===== src/rtl/kfpga_config_pkg.sv =====
// Shared definitions for routing-block configuration loaders: loader state
// encoding, word-count helpers and the switch box config vector layout.
package kfpga_config_pkg;

  typedef enum logic [1:0] {
    ST_IDLE   = 2'd0,
    ST_LOAD   = 2'd1,
    ST_CHECK  = 2'd2,
    ST_COMMIT = 2'd3
  } cfg_state_e;

  // Switch box layout for the 10-track, 4-LE, 6-input tile:
  // 40 track muxes of 3 bits, followed by 24 LE input muxes of 6 bits.
  localparam int SB_CONFIG_WIDTH     = 264;
  localparam int SB_TRACK_MUX_BITS   = 3;
  localparam int SB_NUM_TRACK_MUX    = 40;
  localparam int SB_TRACK_MUX_OFFSET = 0;
  localparam int SB_LE_MUX_BITS      = 6;
  localparam int SB_NUM_LE_MUX       = 24;
  localparam int SB_LE_MUX_OFFSET    = SB_TRACK_MUX_OFFSET + SB_TRACK_MUX_BITS * SB_NUM_TRACK_MUX;

  function automatic int cfg_num_words(input int width, input int word_width);
    return (width + word_width - 1) / word_width;
  endfunction

  function automatic int cfg_count_width(input int n);
    return (n > 1) ? $clog2(n) : 1;
  endfunction

endpackage


===== src/rtl/config_word_counter.sv =====
// Word counter for configuration loaders: synchronous clear, count enable,
// wraps to zero after COUNT_MAX and flags the terminal value.
module config_word_counter
  import kfpga_config_pkg::*;
#(
  parameter int COUNT_MAX = 32,
  parameter int WIDTH     = cfg_count_width(COUNT_MAX + 1)
) (
  input  logic             clock,
  input  logic             nreset,
  input  logic             clear,
  input  logic             enable,
  output logic [WIDTH-1:0] count,
  output logic             terminal
);

  localparam logic [WIDTH-1:0] LAST = WIDTH'(COUNT_MAX);

  logic [WIDTH-1:0] count_q, count_d;

  assign terminal = (count_q == LAST);
  assign count    = count_q;

  always_comb begin
    count_d = count_q;
    if (clear) begin
      count_d = '0;
    end else if (enable) begin
      count_d = terminal ? '0 : count_q + 1'b1;
    end
  end

  always_ff @(posedge clock or negedge nreset) begin
    if (!nreset) begin
      count_q <= '0;
    end else begin
      count_q <= count_d;
    end
  end

endmodule


===== src/rtl/config_loader.sv =====
// Switch box configuration writer: collects a word-serial bitstream into a
// shadow register, verifies an XOR checksum, then commits it to config_out.
module config_loader
  import kfpga_config_pkg::*;
#(
  parameter int CONFIG_WIDTH = SB_CONFIG_WIDTH,
  parameter int WORD_WIDTH   = 8
) (
  input  logic                    clock,
  input  logic                    nreset,
  input  logic                    start,
  input  logic [WORD_WIDTH-1:0]   data_in,
  input  logic                    data_in_valid,
  output logic                    data_in_ready,
  output logic [CONFIG_WIDTH-1:0] config_out,
  output logic                    config_loaded,
  output logic                    busy,
  output logic                    error
);

  localparam int NUM_WORDS = cfg_num_words(CONFIG_WIDTH, WORD_WIDTH);
  localparam int CNT_W     = cfg_count_width(NUM_WORDS);
  localparam int SHADOW_W  = NUM_WORDS * WORD_WIDTH;

  // Stream handshake: a word transfers on any rising edge where
  // data_in_valid and data_in_ready are both high; ready depends only on state.
  cfg_state_e              state_q, state_d;
  logic [WORD_WIDTH-1:0]   acc_q, acc_d;
  logic [CONFIG_WIDTH-1:0] shadow_q, shadow_d;
  logic [CONFIG_WIDTH-1:0] cfg_q, cfg_d;
  logic                    loaded_q, loaded_d;
  logic                    error_q, error_d;

  logic [SHADOW_W-1:0]     shadow_wide;
  logic [CNT_W-1:0]        word_count;
  int                      word_base;
  logic                    last_word;
  logic                    handshake;
  logic                    count_en;

  assign data_in_ready = (state_q == ST_LOAD) || (state_q == ST_CHECK);
  assign handshake     = data_in_valid && data_in_ready;
  assign count_en      = handshake && (state_q == ST_LOAD) && !start;
  assign word_base     = int'(word_count) * WORD_WIDTH;

  config_word_counter #(
    .COUNT_MAX (NUM_WORDS - 1),
    .WIDTH     (CNT_W)
  ) u_word_counter (
    .clock    (clock),
    .nreset   (nreset),
    .clear    (start),
    .enable   (count_en),
    .count    (word_count),
    .terminal (last_word)
  );

  always_comb begin
    state_d  = state_q;
    acc_d    = acc_q;
    shadow_d = shadow_q;
    cfg_d    = cfg_q;
    loaded_d = loaded_q;
    error_d  = error_q;

    // Widened view so the final word can be written whole; bits past
    // CONFIG_WIDTH fall away when narrowed back.
    shadow_wide = '0;
    shadow_wide[CONFIG_WIDTH-1:0] = shadow_q;
    shadow_wide[word_base +: WORD_WIDTH] = data_in;

    if (start) begin
      state_d = ST_LOAD;
      acc_d   = '0;
      error_d = 1'b0;
    end else begin
      unique case (state_q)
        ST_IDLE: ;
        ST_LOAD: begin
          if (handshake) begin
            shadow_d = shadow_wide[CONFIG_WIDTH-1:0];
            acc_d    = acc_q ^ data_in;
            if (last_word) state_d = ST_CHECK;
          end
        end
        ST_CHECK: begin
          if (handshake) begin
            if (data_in == acc_q) begin
              state_d = ST_COMMIT;
            end else begin
              error_d = 1'b1;
              state_d = ST_IDLE;
            end
          end
        end
        ST_COMMIT: begin
          cfg_d    = shadow_q;
          loaded_d = 1'b1;
          state_d  = ST_IDLE;
        end
        default: state_d = ST_IDLE;
      endcase
    end
  end

  always_ff @(posedge clock or negedge nreset) begin
    if (!nreset) begin
      state_q  <= ST_IDLE;
      acc_q    <= '0;
      shadow_q <= '0;
      cfg_q    <= '0;
      loaded_q <= 1'b0;
      error_q  <= 1'b0;
    end else begin
      state_q  <= state_d;
      acc_q    <= acc_d;
      shadow_q <= shadow_d;
      cfg_q    <= cfg_d;
      loaded_q <= loaded_d;
      error_q  <= error_d;
    end
  end

  assign config_out    = cfg_q;
  assign config_loaded = loaded_q;
  assign error         = error_q;
  assign busy          = (state_q != ST_IDLE);

endmodule

===== config.mk =====
export PLATFORM = sky130hd
export DESIGN_NAME = config_loader
export DESIGN_NICKNAME = d
export VERILOG_FILES = /design/src/rtl/kfpga_config_pkg.sv /design/src/rtl/config_word_counter.sv /design/src/rtl/config_loader.sv
export SDC_FILE = /design/constraint.sdc
export NUM_CORES = 1
export LEC_CHECK = 0
export ABC_AREA = 1
export BUFFER_PORTS_ARGS = -buffer_cell sky130_fd_sc_hd__clkbuf_2
export CORE_ASPECT_RATIO = 1.4
export CORE_MARGIN = 10
export CORE_UTILIZATION = 60
export CTS_BUF_LIST = sky130_fd_sc_hd__clkbuf_4 sky130_fd_sc_hd__clkbuf_8
export DETAILED_ROUTE_END_ITERATION = 7
export PLACE_DENSITY_LB_ADDON = 0.15
export SYNTH_ARGS = -nofsm -noshare
export SYNTH_HDL_FRONTEND = slang
export SYNTH_SLANG_ARGS = --single-unit

===== constraint.sdc =====
create_clock -name clock -period 3.13 [get_ports clock]
set_input_delay 0.626 -clock clock [delete_from_list [all_inputs] [get_ports clock]]
set_output_delay 0.626 -clock clock [all_outputs]
set_load 0.02 [all_outputs]

==> results of run 1 <==
-- metal layers --
| metal | routed length, um | share of wire |
|---|---|---|
| met5 | 0 | 0 |
| met3 | 3550 | 0.057 |
| met1 | 23700 | 0.38 |
| met4 | 3130 | 0.050 |
| met2 | 32300 | 0.52 |
-- state kept, by name, summed over array words and instances, names as in the netlist --
signal and count:
state_q 2, shadow_q 264, u_word_counter.count 6, config_loaded 1
config_out 264, acc_q 8, error 1
-- cell type report --
type                    instances  area [um2]  share of cell area
repair buffers                320        1900              0.0702
inverters                      83         315              0.0116
clock inverters                 9        80.1             0.00295
flip-flops and latches        546       13700               0.503
clock buffers                 128        1590              0.0585
well taps                     522         653              0.0241
multi-input cells            1614        8940               0.329
-- kinds of logic after synthesis --
group | count (synthesis) | share of synthesized area
AO/OA/AOI/OAI | 30 | 0.00742
XOR/XNOR | 10 | 0.00406
adder cells (fa/ha/maj) | 7 | 0.00374
buffers and inverters | 205 | 0.0370
flip-flops | 546 | 0.583
multiplexers | 264 | 0.127
AND/OR/NAND/NOR | 1303 | 0.238
-- repair_timing --
action                                 4_1_cts  5_1_grt
hold buffers                                 1        0
endpoints found under the hold margin       56        0
resized for setup                            0        0
-- metrics by stage --
stage / worst slack [ns] / cells
finish: 0.405 / 3222
global route: 0.141 / 3222
CTS: 0.413 / 3222
detailed placement: 0.411 / 3084
global placement: 0.490 / 3084
floorplan: 0.746 / 2365
-- power by group --
part           internal (mW)  leakage (nW)  switching (mW)  total [mW]
Sequential              7.16          7.62          0.0784        7.24
Combinational          0.841          6.39            2.74        3.58
Clock                   3.28         0.891            2.63        5.91
-- worst reg2reg max path, stage by stage, from the launching register on --
cell and delay (ns):
dfrtp_1 0.43, inv_1 0.17, ha_1 0.32, xnor2_2 0.16, buf_4 0.36, nand2_1 0.20, nor2_2 0.38, nand3_2 0.30
inv_2 0.22, nand2_1 0.08, nand2_1 0.06
-- path summary, 6_finish.rpt --
kind                                         to  slack, ns  cells after the start
worst max-delay path              shadow_q[166]       0.40                     10
worst max register to register    shadow_q[166]       0.40                     10
min in group asynchronous         config_loaded       0.57                      2
worst min register to register    shadow_q[250]       0.47                      2
worst min-delay path                      error       0.22                      2
max in group asynchronous       config_out[165]       1.70                      3
-- placed cells by master (no fill, tap or decap), types with 7 or more instances in the layout --
cell type	Yosys	final
buf_12	0	15
buf_4	5	25
clkbuf_2	0	278
clkbuf_4	0	28
clkbuf_8	0	100
dfrtp_1	546	546
ha_1	7	7
inv_1	71	70
inv_2	11	11
mux2_2	264	264
nand2_1	693	691
nand3_1	252	252
nand4_1	46	46
nor2_1	247	247
nor2_2	16	14
nor2_4	7	9
nor3_1	23	23
o22ai_1	11	11
==> qor.yml, run 1 <==
outcome:
  status: "completed"
worst_setup_path:
  cp_data_required_time_ns: 3.70
  worstSetupEndpointType: "register"
  critical_path_buf_inv_count: 3
  crit_path_frequent_cell: "nand2_1"
  reg2reg_from: "u_word_counter.count[0]"
  critPathLaunch: "u_word_counter.count[0]"
  critPathMaxFanout: 33
  arrival_ns: 3.30
  cp-start-kind: "register"
  worstPathCellList: "inv_1 > ha_1 > xnor2_2 > buf_4 > nand2_1 > nor2_2 > nand3_2 > inv_2 > nand2_1 > nand2_1"
  worstSetupPathType: "register to register"
  critPathMaxStageDelay_ns: 0.43
  crit_path_top_delay_cell: "dfrtp_1"
  critPathTopFamily: "simple AND/OR/NAND/NOR gates"
timing:
  finalClockSkew_ns: 0.0215
  setup_viol: 0
  min_period_over_period: 0.871
  slew_violations: 0
  fmax_ghz: 0.367
  hold_violations: 0
  fin_tns_setup_ns: 0
  timing.final.crit_period_ns: 2.73
  whs_ns: 0.220
  rsz0062_at_grt: "no"
  slew_headroom: 0.586
  worstMarginPinSlew_ns: 0.621
synthesis:
  async_reset_ff_frac: 1.00
  synth_area_leaders: "dfrtp_1 58%, mux2_2 13%, nand2_1 11%, nand3_1 5.4%, nor2_1 4.0%"
  synth_area_per_cell_um2: 9.91
  ys.flop_type: "dfrtp_1"
  ys_types: 36
  yosys_warnings: 0
  yosysSeqAreaShare: 0.583
  synth_most_common_cell: "nand2_1"
  yosys-top-cells-count: "693 x nand2_1, 546 x dfrtp_1, 264 x mux2_2, 252 x nand3_1, 247 x nor2_1"
  synth-edff-count: 0
  synth_top_area_share: 0.583
  netlist_instances: 2365
  ys_seq_elements: 546
  syn-num-nets: 2384
  post-synth-top-area-cell: "dfrtp_1"
  netlist_area_um2: 23400
route:
  remaining_drc_errors: 0
  vias_per_cell: 5.49
  vias: 17700
  first_iter_violations: 1234
  drtPass1Iterations: 6
  wl_per_cell_um: 19.5
  ant_nets: 0
  drt-total-wl_um: 62700
global_route:
  grt_pass1_vias: 17900
  grt_use_met1: 0.303
  grt_use_met3: 0.0487
  grt_start_max_net_pins: 113
  antenna_found_initial: 0
  grt_pass1_wl_um: 99900
  grt_util_all_layers: 0.264
  met2_usage: 0.462
  top_usage_layer: "met2"
  grt.overflow.total: 0
final_layout:
  nets: 2664
  final_util: 0.705
  diodes: 0
  n_fill_cell: 2993
  fin_area_um2: 27100
  syn2layout_area_growth_pct: 15.8
  drive_above_1_share: 0.287
min_path:
  min_from: "start"
  holdCritPathClass: "input pin to register"
floorplan:
  die_h_um: 254
  start_util: 0.609
  core_area_um2: 38500
  dieArea_um2: 47500
  io_pins: 280
  rows: 85
  fp.dieW_um: 187
power:
  leakage_nw: 14.9
  max-vdd-ir-drop_mv: 0.510
  p_total_mw: 16.7
  p_per_area_nw_per_um2: 616
clock_tree:
  clock_latency_ns: 0.63
  htree_levels: 3
  cts.clk_slew.worst_paths_ns: 0.06
  postCtsSetupRepairBufs: 0
  cts_root_buf: "clkbuf_8"
  clk_path_buf_depth: 3
  clock_sinks: 546
  cts_tree: "yes"
  cts_made_buffers: 80
placement:
  dp_hpwl_um: 45600
  globalplace.congestion: 0.981
  placed_cell_area_um2: 25500
  io_buffers: 279
job:
  maxCapViolCount: 0
Power figures use the tool's default switching activity.
==> inputs of run 2 (changes only) <==
--- a/config.mk
+++ b/config.mk
@@ -13,6 +13,7 @@
 export CTS_BUF_LIST = sky130_fd_sc_hd__clkbuf_4 sky130_fd_sc_hd__clkbuf_8
 export DETAILED_ROUTE_END_ITERATION = 7
 export PLACE_DENSITY_LB_ADDON = 0.15
+export SETUP_SLACK_MARGIN = 0.5
 export SYNTH_ARGS = -nofsm -noshare
 export SYNTH_HDL_FRONTEND = slang
 export SYNTH_SLANG_ARGS = --single-unit
==> qor.yml, run 2 (same netlist as run 1, synthesis figures left out) <==
route:
  ant_nets: 0
  m1WireLength_um: 24300
  wl_met2_um: 33200
  remaining_drc_errors: 0
  drtPass1Iterations: 6
  drt-total-wl_um: 64700
  top_layer: "met4"
  route.met3.wl_um: 3690
  vias: 18100
  wl_per_cell_um: 19.8
  vias_per_cell: 5.53
  first_iter_violations: 1343
global_route:
  antenna_found_initial: 0
  grt_pass1_wl_um: 100000
  grt_start_max_net_pins: 113
  grt_pass1_vias: 18100
  grt.overflow.total: 0
  grt_util_all_layers: 0.266
clock_tree:
  clock_sinks: 546
  clk_path_buf_depth: 3
  cts_made_buffers: 80
  clock_latency_ns: 0.64
  cts.clk_slew.worst_paths_ns: 0.06
  cts_root_buf: "clkbuf_8"
  htree_levels: 3
  cts_tree: "yes"
worst_setup_path:
  endpoint: "shadow_q[37]"
  critPathMaxFanout: 33
  arrival_ns: 3.05
  critical_path_buf_inv_count: 4
  worstSetupPathType: "register to register"
  critPathLaunch: "u_word_counter.count[0]"
  worstPathCellList: "inv_2 > ha_1 > xnor2_2 > buf_6 > nand2_1 > nor2_4 > buf_4 > nand3_4 > inv_4 > nand2_1 > nand2_1"
  worst-path-stages: 11
  cp_data_required_time_ns: 3.70
  critPathTopFamily: "simple AND/OR/NAND/NOR gates"
  critPathMaxStageDelay_ns: 0.43
  crit_path_top_delay_cell: "dfrtp_1"
  reg2reg_from: "u_word_counter.count[0]"
  r2r_slack_ns: 0.66
  cp-start-kind: "register"
  r2r_end: "shadow_q[37]"
  ff2ff_path_depth: 11
  worstSetupEndpointType: "register"
  crit_path_frequent_cell: "nand2_1"
placement:
  globalplace.congestion: 0.981
  io_buffers: 279
  placed_cell_area_um2: 25500
  preCtsSetupSlack_ns: 0.411
  dp_hpwl_um: 45600
final_layout:
  final_cell_mix: "685 x nand2_1, 546 x dfrtp_1, 278 x clkbuf_2"
  final_common_cell: "nand2_1"
  syn2layout_area_growth_pct: 18.2
  diodes: 0
  nets: 2710
  fin_area_um2: 27700
  drive_above_1_share: 0.303
floorplan:
  fp.dieW_um: 187
  io_pins: 280
  core_area_um2: 38500
  start_util: 0.609
  rows: 85
  die_h_um: 254
  dieArea_um2: 47500
timing:
  setup_viol: 0
  hold_violations: 0
  rsz0062_at_grt: "yes"
  fmax_ghz: 0.404
  slew_headroom: 0.583
  min_period_over_period: 0.790
  setup_ws_ns: 0.657
  whs_ns: 0.217
  slew_violations: 0
  fin_tns_setup_ns: 0
  timing.final.crit_period_ns: 2.47
  worstMarginPinSlew_ns: 0.625
  finalClockSkew_ns: 0.0195
job:
  maxCapViolCount: 0
outcome:
  status: "completed"
power:
  p_per_area_nw_per_um2: 608
  leakage_nw: 15.1
  max-vdd-ir-drop_mv: 0.543
min_path:
  hold_depth: 2
  holdCritPathClass: "input pin to register"
[run 2: cell types whose count changed in the layout (fill, tap and decap cells not counted), sizes merged]
| cell | delta |
|---|---|
| clkinvlp | +2 |
| buf | +41 |
| clkbuf | +3 |
| bufbuf | +1 |
| inv | -2 |
| nor2 | +1 |
[run 2: metal layers]
metal / up-vias / GRT usage
li1: 8395 / -
met2: 688 / 0.463
met4: 0 / 0.153
met5: - / 0
met3: 198 / 0.0498
met1: 8799 / 0.303
[run 2: area by class of cell]
class | instances | area (um2)
Tap cell | 522 | 653
Inverter | 83 | 333
Clock buffer | 128 | 1590
Fill cell | 2947 | 10800
Clock inverter | 9 | 80.1
Multi-Input combinational cell | 1615 | 9030
Sequential cell | 546 | 13700
Timing Repair Buffer | 365 | 2360
[run 2: how the worst min path moves through the flow]
| stage | start | endpoint |
|---|---|---|
| finish | start | error |
| CTS | start | error |
| global route | start | error |
| detailed placement | shadow_q[250] | shadow_q[250] |
| global placement | shadow_q[169] | shadow_q[169] |
| floorplan | nreset | acc_q[0] |
[run 2: stage by stage]
| step | power (mW) | cells | utilization |
|---|---|---|---|
| after floorplan | 9.86 | 2365 | - |
| final | 16.9 | 3268 | 0.720 |
| after CTS | 16.8 | 3236 | 0.709 |
| after detailed placement | 10.9 | 3084 | 0.661 |
| after global routing | 17.6 | 3268 | 0.720 |
| after global placement | 10.9 | 3084 | 0.661 |
[run 2: repair_timing]
item / in CTS / in global routing
resized for setup: 2 / 26
pin swaps: 6 / 10
gates cloned: 1 / 4
hold buffers: 1 / 0
endpoints found under the setup margin: 119 / 259
buffers inserted: 13 / 28
hold endpoints to repair: 56 / 0
[run 2: worst register-to-register path, stage by stage (launching register included)]
cell and delay [ns]:
dfrtp_1 0.43, inv_2 0.12, ha_1 0.30, xnor2_2 0.17, buf_6 0.29, nand2_1 0.24
nor2_4 0.28, buf_4 0.18, nand3_4 0.13, inv_4 0.15, nand2_1 0.07, nand2_1 0.06
[run 2: where the power goes]
part / internal [mW] / switching, mW
logic: 0.878 / 2.83
registers: 7.16 / 0.0796
clock network: 3.28 / 2.62
==> inputs of run 3 (changes only) <==
==> constraint.sdc (replaced) <==
create_clock -name clock -period 2.5 [get_ports clock]
set_input_delay 0.5 -clock clock [delete_from_list [all_inputs] [get_ports clock]]
set_output_delay 0.5 -clock clock [all_outputs]
set_load 0.02 [all_outputs]
==> qor.yml, run 3 (same netlist as run 1, synthesis figures left out) <==
outcome:
  status: "completed"
placement:
  preCtsSetupSlack_ns: 0.00463
  placed_cells: 3116
  placed_cell_area_um2: 26000
  io_buffers: 279
  globalplace.congestion: 0.930
  dp_hpwl_um: 45900
worst_setup_path:
  crit_path_top_delay_cell: "dfrtp_1"
  crit_path_frequent_cell: "nor2_4"
  cp-start-kind: "register"
  worstPathCellList: "inv_2 > ha_4 > nand3_4 > nand2_4 > nor2_4 > buf_12 > nand4_1 > buf_4 > nor2_4 > buf_6 > nand3_1 > nand2_1"
  worstSetupPathType: "register to register"
  critPathMaxFanout: 8
  arrival_ns: 2.78
  critPathMaxStageDelay_ns: 0.44
  cp_data_required_time_ns: 3.07
  worstSetupEndpointType: "register"
clock_tree:
  clock_sinks: 546
  clk_path_buf_depth: 3
  cts.clk_slew.worst_paths_ns: 0.07
  clock_latency_ns: 0.64
  cts_root_buf: "clkbuf_8"
  cts_tree: "yes"
  cts_made_buffers: 78
  htree_levels: 3
timing:
  min_period_over_period: 0.884
  slew_violations: 0
  slew_headroom: 0.603
  timing.final.crit_period_ns: 2.21
  fin_tns_setup_ns: 0
  fmax_ghz: 0.452
  hold_violations: 0
  rsz0062_at_grt: "yes"
  setup_viol: 0
  worstMarginPinSlew_ns: 0.592
  finalClockSkew_ns: 0.0179
  setup_ws_ns: 0.290
  whs_ns: 0.111
floorplan:
  dieArea_um2: 47500
  fp.dieW_um: 187
  die_h_um: 254
  start_util: 0.609
  core_area_um2: 38500
  rows: 85
  io_pins: 280
job:
  maxCapViolCount: 0
route:
  drt-total-wl_um: 76900
  vias: 20100
  first_iter_violations: 2260
  vias_per_cell: 5.87
  wl_per_cell_um: 22.5
  remaining_drc_errors: 0
  ant_nets: 0
  drtPass1Iterations: 5
global_route:
  antenna_found_initial: 1
  grt_util_all_layers: 0.280
  grt_pass1_wl_um: 105000
  grt.overflow.total: 0
  grt_pass1_vias: 19200
  grt_start_max_net_pins: 93
power:
  max-vdd-ir-drop_mv: 0.711
  leakage_nw: 16.5
  p_per_area_nw_per_um2: 802
  p_total_mw: 25.0
min_path:
  holdCritPathClass: "input pin to register"
final_layout:
  multiInputGateArea_um2: 10400
  seq_area_um2: 13700
  fin_area_um2: 31200
  fin_cells: 3415
  n_fill_cell: 2334
  drive_above_1_share: 0.424
  syn2layout_area_growth_pct: 33.0
  final_common_cell: "nand2_1"
  final_cell_mix: "568 x nand2_1, 541 x dfrtp_1, 277 x clkbuf_2"
  nets: 2854
  final_util: 0.810
## run 3: cell count changes in the layout (fill, tap and decap cells not counted), sizes merged
cell / before / now
nor2: 271 / 272
buf: 82 / 209
clkinv: 6 / 12
clkbuf: 409 / 412
xnor2: 7 / 8
diode: 0 / 1
nand3: 262 / 269
bufbuf: 1 / 0
inv: 82 / 81
clkinvlp: 3 / 4
nand4: 47 / 48
bufinv: 1 / 2
## run 3: area by class of cell
type                            count  share of cell area
Clock buffer                      123              0.0499
Clock inverter                     14             0.00421
Timing Repair inverter              2            0.000802
Inverter                           83              0.0128
Antenna cell                        1           0.0000802
Sequential cell                   546               0.438
Timing Repair Buffer              499               0.140
Multi-Input combinational cell   1625               0.333
Tap cell                          522              0.0209
## run 3: repair_timing
item / CTS / global route
setup buffers: 61 / 55
setup endpoints to repair: 266 / 444
endpoints found under the hold margin: 46 / 0
hold buffers: 1 / 0
gates cloned: 16 / 28
gates resized for setup: 135 / 314
pin swaps: 55 / 102
## run 3: metal layers
layer  up-vias  global-route usage  wire [um]
met3       344              0.0529       6110
met4         0               0.149       5480
met2      1162               0.501      39300
met5         -                   0          0
met1      9841               0.309      26000
li1       8713                   -          -
## run 3: path summary, 6_finish.rpt
path / start / endpoint / slack, ns / cells after the start
hold / removal: start / error / 0.11 / 2
max in group asynchronous: nreset / config_out[23] / 1.22 / 3
setup reg to reg: u_word_counter.count[1] / shadow_q[246] / 0.29 / 12
setup / recovery: u_word_counter.count[1] / shadow_q[246] / 0.29 / 12
min in group asynchronous: nreset / config_out[131] / 0.42 / 2
hold reg to reg: shadow_q[159] / shadow_q[159] / 0.47 / 2
## run 3: report_power, final
part | switching (mW) | internal [mW]
Sequential | 0.0887 | 8.96
Clock | 3.37 | 4.16
Combinational | 5.42 | 3.03
Total | 8.88 | 16.2
## run 3: critical path: cells and delay by family (launching register included)
| kind | cells | cell delay, ns |
|---|---|---|
| DFF | 1 | 0.44 |
| and+or+nand+nor | 7 | 0.91 |
| adders and majority gates | 1 | 0.23 |
| buffers and inverters | 4 | 0.58 |
